**src/rtl/ahb_pkg.sv**
```systemverilog
// Shared AHB-Lite definitions: transfer/response/size encodings, the registered
// address-phase record, the slave FSM state type and decode helpers.
package ahb_pkg;

    localparam logic [1:0] HTRANS_IDLE   = 2'b00;
    localparam logic [1:0] HTRANS_BUSY   = 2'b01;
    localparam logic [1:0] HTRANS_NONSEQ = 2'b10;
    localparam logic [1:0] HTRANS_SEQ    = 2'b11;

    localparam logic [1:0] HRESP_OKAY  = 2'b00;
    localparam logic [1:0] HRESP_ERROR = 2'b01;

    localparam logic [2:0] HSIZE_BYTE = 3'd0;
    localparam logic [2:0] HSIZE_HALF = 3'd1;
    localparam logic [2:0] HSIZE_WORD = 3'd2;

    // Address-phase information captured when a transfer is accepted.
    typedef struct packed {
        logic [31:0] addr;
        logic        write;
        logic [2:0]  size;
    } ahb_aphase_t;

    typedef enum logic [1:0] {
        ST_IDLE = 2'd0,
        ST_DATA = 2'd1,
        ST_ERR1 = 2'd2,
        ST_ERR2 = 2'd3
    } slv_state_t;

    // Little-endian byte lanes touched by a transfer of the given size/alignment.
    function automatic logic [3:0] ahb_byte_en(input logic [2:0] size, input logic [1:0] a);
        logic [3:0] be;
        case (size)
            HSIZE_BYTE: be = 4'b0001 << a;
            HSIZE_HALF: be = a[1] ? 4'b1100 : 4'b0011;
            HSIZE_WORD: be = 4'b1111;
            default:    be = 4'b0000;
        endcase
        return be;
    endfunction

    // A transfer is legal when it lies inside the window and is naturally aligned.
    // The subtraction wraps, so addresses below the base land far out of range.
    function automatic logic ahb_legal(input logic [31:0] addr, input logic [31:0] base,
                                       input logic [31:0] bytes, input logic [2:0] size);
        logic [31:0] off;
        logic        aligned;
        off = addr - base;
        case (size)
            HSIZE_BYTE: aligned = 1'b1;
            HSIZE_HALF: aligned = ~addr[0];
            HSIZE_WORD: aligned = (addr[1:0] == 2'b00);
            default:    aligned = 1'b0;
        endcase
        return (off < bytes) && aligned;
    endfunction

endpackage

```
**src/rtl/ahb_slv_mem_array.sv**
```systemverilog
// Word-organised memory with per-byte write enables and a combinational read port.
// Contents are deliberately not reset.
module ahb_slv_mem_array #(
    parameter int DEPTH = 64,
    parameter int AW    = $clog2(DEPTH)
) (
    input  logic          clk,
    input  logic          we,
    input  logic [3:0]    be,
    input  logic [AW-1:0] addr,
    input  logic [31:0]   wdata,
    output logic [31:0]   rdata
);

    logic [31:0] mem [DEPTH];

    // Byte-lane write on the rising edge when enabled.
    always_ff @(posedge clk) begin
        if (we) begin
            for (int b = 0; b < 4; b++) begin
                if (be[b]) begin
                    mem[addr][8*b +: 8] <= wdata[8*b +: 8];
                end
            end
        end
    end

    assign rdata = mem[addr];

endmodule

```
**src/rtl/ahb_slave_mem.sv**
```systemverilog
// AHB-Lite memory responder: address-phase register, legality decode, data-phase
// FSM with a wait-state down-counter, and a byte-enabled memory.
// Optional feature macro: AHB_SLV_ERR_EN -- when defined, illegal transfers get the
// two-cycle ERROR response; otherwise they complete OKAY with no memory effect.
module ahb_slave_mem
    import ahb_pkg::*;
#(
    parameter logic [31:0] ADDR_BASE   = 32'h8000_0000,
    parameter int          MEM_DEPTH   = 64,
    parameter int          WAIT_STATES = 0
) (
    input  logic        hclk,
    input  logic        hreset,
    input  logic        hsel,
    input  logic [31:0] haddr,
    input  logic [1:0]  htrans,
    input  logic        hwrite,
    input  logic [2:0]  hsize,
    input  logic [2:0]  hburst,
    input  logic [31:0] hwdata,
    input  logic        hreadyin,
    output logic        hreadyout,
    output logic [1:0]  hresp,
    output logic [31:0] hrdata
);

    localparam int          AW        = $clog2(MEM_DEPTH);
    localparam logic [31:0] MEM_BYTES = 32'(MEM_DEPTH * 4);
    localparam logic [3:0]  WS_LOAD   = 4'(WAIT_STATES);

    slv_state_t  state_q, state_d;
    ahb_aphase_t aph_q, aph_d;
    logic        legal_q, legal_d;
    logic [3:0]  wcnt_q, wcnt_d;

    logic          accept_s;
    logic          legal_in_s;
    logic          complete_s;
    logic          mem_we_s;
    logic [3:0]    mem_be_s;
    logic [AW-1:0] mem_idx_s;
    logic [31:0]   mem_rdata_s;
    logic          hburst_unused_s;

    // Burst type and the SEQ/NONSEQ distinction do not affect this responder.
    assign hburst_unused_s = ^{hburst, htrans[0]};

    assign accept_s   = hsel & hreadyin & htrans[1];
    assign legal_in_s = ahb_legal(haddr, ADDR_BASE, MEM_BYTES, hsize);
    assign mem_be_s   = ahb_byte_en(aph_q.size, aph_q.addr[1:0]);
    assign mem_idx_s  = AW'((aph_q.addr - ADDR_BASE) >> 2);

    // State, address-phase record and wait counter; async reset drops any pending transfer.
    always_ff @(posedge hclk or posedge hreset) begin
        if (hreset) begin
            state_q <= ST_IDLE;
            aph_q   <= '0;
            legal_q <= 1'b0;
            wcnt_q  <= 4'd0;
        end else begin
            state_q <= state_d;
            aph_q   <= aph_d;
            legal_q <= legal_d;
            wcnt_q  <= wcnt_d;
        end
    end

    // Next-state, handshake outputs and write strobe, all decoded from registered state.
    always_comb begin
        state_d    = state_q;
        aph_d      = aph_q;
        legal_d    = legal_q;
        wcnt_d     = wcnt_q;
        hreadyout  = 1'b1;
        hresp      = HRESP_OKAY;
        mem_we_s   = 1'b0;
        complete_s = 1'b0;
        case (state_q)
            ST_IDLE: begin
                complete_s = 1'b1;
            end
            ST_DATA: begin
                if (wcnt_q != 4'd0) begin
                    hreadyout = 1'b0;
                    wcnt_d    = wcnt_q - 4'd1;
                end else begin
                    complete_s = 1'b1;
                    mem_we_s   = aph_q.write & legal_q;
                end
            end
            ST_ERR1: begin
                hreadyout = 1'b0;
                hresp     = HRESP_ERROR;
                state_d   = ST_ERR2;
            end
            ST_ERR2: begin
                hresp      = HRESP_ERROR;
                complete_s = 1'b1;
            end
            default: begin
                state_d = ST_IDLE;
            end
        endcase

        // A completing cycle doubles as the next address phase.
        if (complete_s) begin
            if (accept_s) begin
                aph_d   = '{addr: haddr, write: hwrite, size: hsize};
                legal_d = legal_in_s;
                wcnt_d  = WS_LOAD;
`ifdef AHB_SLV_ERR_EN
                state_d = legal_in_s ? ST_DATA : ST_ERR1;
`else
                state_d = ST_DATA;
`endif
            end else begin
                state_d = ST_IDLE;
            end
        end else begin
            aph_d = aph_d;
        end
    end

    // Read data is driven only in the final cycle of a legal read data phase.
    always_comb begin
        if ((state_q == ST_DATA) && (wcnt_q == 4'd0) && !aph_q.write && legal_q) begin
            hrdata = mem_rdata_s;
        end else begin
            hrdata = 32'd0;
        end
    end

    ahb_slv_mem_array #(
        .DEPTH (MEM_DEPTH),
        .AW    (AW)
    ) u_mem (
        .clk   (hclk),
        .we    (mem_we_s),
        .be    (mem_be_s),
        .addr  (mem_idx_s),
        .wdata (hwdata),
        .rdata (mem_rdata_s)
    );

endmodule

```
**config.mk**
```make
export PLATFORM = sky130hd
export DESIGN_NAME = ahb_slave_mem
export DESIGN_NICKNAME = d
export VERILOG_FILES = /design/src/rtl/ahb_pkg.sv /design/src/rtl/ahb_slv_mem_array.sv /design/src/rtl/ahb_slave_mem.sv
export SDC_FILE = /design/constraint.sdc
export NUM_CORES = 2
export LEC_CHECK = 0
export ABC_AREA = 1
export ABC_CLOCK_PERIOD_IN_PS = 5760
export CAP_MARGIN = 30
export CORE_MARGIN = 5
export CORE_UTILIZATION = 25
export DETAILED_ROUTE_END_ITERATION = 7
export PLACE_DENSITY_LB_ADDON = 0.2
export SLEW_MARGIN = 20
export SYNTH_ARGS = -nofsm -noshare
export SYNTH_HDL_FRONTEND = slang
export SYNTH_SLANG_ARGS = --single-unit
```
**constraint.sdc**
```tcl
create_clock -name hclk -period 5.76 [get_ports hclk]
set_input_delay 0.576 -clock hclk [delete_from_list [all_inputs] [get_ports hclk]]
set_output_delay 0.576 -clock hclk [all_outputs]
set_load 0.02 [all_outputs]
```
==> impl_metrics.json <==
{
  "grt_pass1_vias": 54550,
  "cp.required_ns": 5.18,
  "ys_top_cells_by_count": "nand2_1, edfxtp_1, inv_1",
  "via_count": 56850,
  "num_rows": 219,
  "critical_path.startpoint": "aph_q[6]$_DFFE_PP0P_",
  "syn-cell-area_um2": 89130,
  "cp.arrival_ns": 4.97,
  "syn2layout_area_growth_pct": 15.46,
  "layout_setup_ws_ns": 0.2096,
  "wl_met2_um": 130100,
  "numCtsBuffers": 227,
  "path_class": "reg -> out",
  "cpLargestDelayFamily": "buffers and inverters",
  "top_layer": "met5",
  "design_area_um2": 102900,
  "vdd_drop_max_uv": 247.3,
  "cts.sink_count": 2067,
  "skew_ns": 0.02264,
  "endpoint": "hrdata[18]",
  "timing.max_cap.violations": 0,
  "fp.dieW_um": 607.1,
  "ys_types": 27,
  "fillCellCount": 36640,
  "worst_slew_pin_slew_ns": 1.115,
  "worstHoldPathType": "in -> reg",
  "antenna_found_initial": 33,
  "dp_slack_ns": 1.065,
  "synth_warnings": 0,
  "ctsResizeCount": 0,
  "leakage_nw": 41.87,
  "remaining_drc_errors": 30,
  "grt.overflow.total": 0,
  "fin_crit_ns": 5.550,
  "async_flop_share_pct": 0.9192,
  "grt_pass1_wl_um": 392100,
  "violations": "design-rule violations",
  "place_congestion": 0.7586,
  "wl_met1_um": 123100,
  "synthTopCellsByArea": "edfxtp_1, nand2_1, inv_1, nand3_1, nor2_1",
  "finalSetupTns_ns": 0,
  "fin_hold_ws_ns": 0.1132,
  "fin_crit_sh_pct": 96.36,
  "r2r-start": "aph_q[6]$_DFFE_PP0P_",
  "rsz0062_at_grt": "false",
  "initial_core_util_pct": 25.08,
  "cts_tree": "built",
  "crit_path_end_kind": "primary output",
  "setup_viol": 0,
  "synth-edff-count": 2048,
  "path_clk_slew_ns": 0.06,
  "worstPathMaxFanout": 107,
  "nets": 8729,
  "wl_met3_um": 15370,
  "synth_flop_cell": "edfxtp_1",
  "r2r_cells": 5,
  "finalHoldViolations": 0,
  "rr_endpoint": "u_mem.mem[55][19]$_DFFE_PP_",
  "timing.fmax_mhz": 180.2,
  "dp_hpwl_um": 163600,
  "synth_seq_cells": 2067,
  "io_pins": 112,
  "portBuffers": 106,
  "yosysSeqAreaShare_pct": 69.53,
  "die-height_um": 607.1,
  "cts.path.max_buffers": 4,
  "status": "finished with violations",
  "yosysTopAreaCellShare_pct": 69.00,
  "synth.net_count": 8642,
  "grt_max_degree": 167,
  "viasPerCell": 4.180,
  "cp.depth": 10,
  "cp_slowest_stage_delay_ns": 0.74,
  "synth_area_per_cell_um2": 10.41,
  "power.density_nw_per_um2": 350.8,
  "worst_path_max_delay_cell": "dfrtp_4",
  "postPlaceCellArea_um2": 95760,
  "wl_per_cell_um": 20.27,
  "yosysTopAreaCell": "edfxtp_1",
  "clock_latency_ns": 0.86,
  "track_usage_pct": 14.60,
  "cp.buffers_inverters": 3,
  "cp-start-kind": "flop",
  "root_buffer": "clkbuf_16",
  "r2r_setup_slack_ns": 1.32,
  "utilization_pct": 28.96,
  "drtAntennaViolNets": 0,
  "slew_headroom_pct": 25.50,
  "drt_first_pass_iters": 8,
  "drt_iter0_drc": 4681,
  "synthCells": 8561,
  "slew_viol_final": 0,
  "worstPathCellList": "inv_8, buf_4, nand2_1, nand3_1, nand2_1, o21ai_0, nand2_1, nor2_1, a21oi_1, clkdlybuf4s50_1",
  "cts.htree.levels": 4,
  "finalWirelength_um": 275700,
  "crit_top_cell": "nand2_1",
  "core-area_um2": 355400,
  "dieArea_um2": 368600,
  "drive_gt1_share_pct": 8.395,
  "synth_most_common_cell": "nand2_1"
}
## sequential cells by signal, indices dropped and copies added (netlist names)
name and count:
wcnt_q 4, state_q 2, u_mem.mem 2048, aph_q 12, legal_q 1
## per-stage QoR
stage / std cells / power (mW)
after CTS: 13570 / 36.59
after global routing: 13580 / 37.63
after detailed placement: 13160 / 22.51
after floorplan: 8561 / 20.08
final: 13600 / 36.10
after global placement: 13150 / 22.47
## repair_timing
action,in CTS,in global routing
buffers inserted,0,0
hold endpoints to repair,0,5
hold buffers,0,1
## how the worst min path moves through the flow
stage | startpoint | cells after the start | end
global placement | aph_q[2]$_DFFE_PP0P_ | 2 | aph_q[2]$_DFFE_PP0P_
CTS | hwdata[13] | 1 | u_mem.mem[61][13]$_DFFE_PP_
finish | hwdata[13] | 1 | u_mem.mem[61][13]$_DFFE_PP_
floorplan | aph_q[2]$_DFFE_PP0P_ | 2 | aph_q[2]$_DFFE_PP0P_
global route | hwdata[13] | 1 | u_mem.mem[61][13]$_DFFE_PP_
detailed placement | aph_q[2]$_DFFE_PP0P_ | 2 | aph_q[2]$_DFFE_PP0P_
## metal layers
metal | vias up | global-route usage [%]
li1 | 27610 | -
met1 | 27540 | 19.71
met2 | 1325 | 24.15
met3 | 365 | 2.441
met4 | 10 | 4.116
met5 | - | 0.06533
## cells by family after synthesis
kind of cell | after synthesis | share of synthesized area [%]
compound gates | 441 | 2.663
buf+inv | 2031 | 8.889
fa+ha+maj | 4 | 0.05615
simple gates | 4016 | 18.85
flops | 2067 | 69.53
other cells | 1 | 0.004207
xor+xnor | 1 | 0.009828
## area by class of cell
| class | instances | area (um2) | share of cell area, % |
|---|---|---|---|
| flip-flops and latches | 2067 | 61980 | 60.23 |
| multi-input cells | 4463 | 19320 | 18.77 |
| inverters | 1630 | 6131 | 5.958 |
| clock buffers | 290 | 5959 | 5.791 |
| well taps | 4751 | 5944 | 5.776 |
| repair buffers | 259 | 2499 | 2.428 |
| clock inverters | 118 | 1023 | 0.9945 |
| diodes | 23 | 57.56 | 0.05593 |
## placed cells by master (no fill, tap or decap), types with 2 or more instances in the layout
master	n
nand3_1	869
nor2_4	4
nor4_1	4
inv_6	4
clkbuf_1	61
edfxtp_1	2048
nor3_1	4
nand2_1	2361
or2_2	228
nor3_2	8
a21oi_1	34
buf_4	112
o211ai_1	65
nand4_1	2
clkinv_1	52
o21ai_1	84
o21ai_0	257
clkbuf_16	229
nor2_1	521
clkdlybuf4s50_1	74
dfrtp_1	18
nor2_2	8
diode_2	23
buf_12	30
bufinv_16	19
buf_2	32
inv_1	1624
inv_2	4
clkinv_2	40
buf_8	9
ha_1	4
nand2_2	4
clkinvlp_4	3
## report_power, final
group | leakage [nW] | switching, mW | internal, mW
Sequential | 18.6 | 0.0636 | 16.6
Clock | 3.42 | 5.91 | 8.09
Combinational | 19.8 | 4.05 | 1.43
No activity file was read; power rests on OpenSTA's default activity.
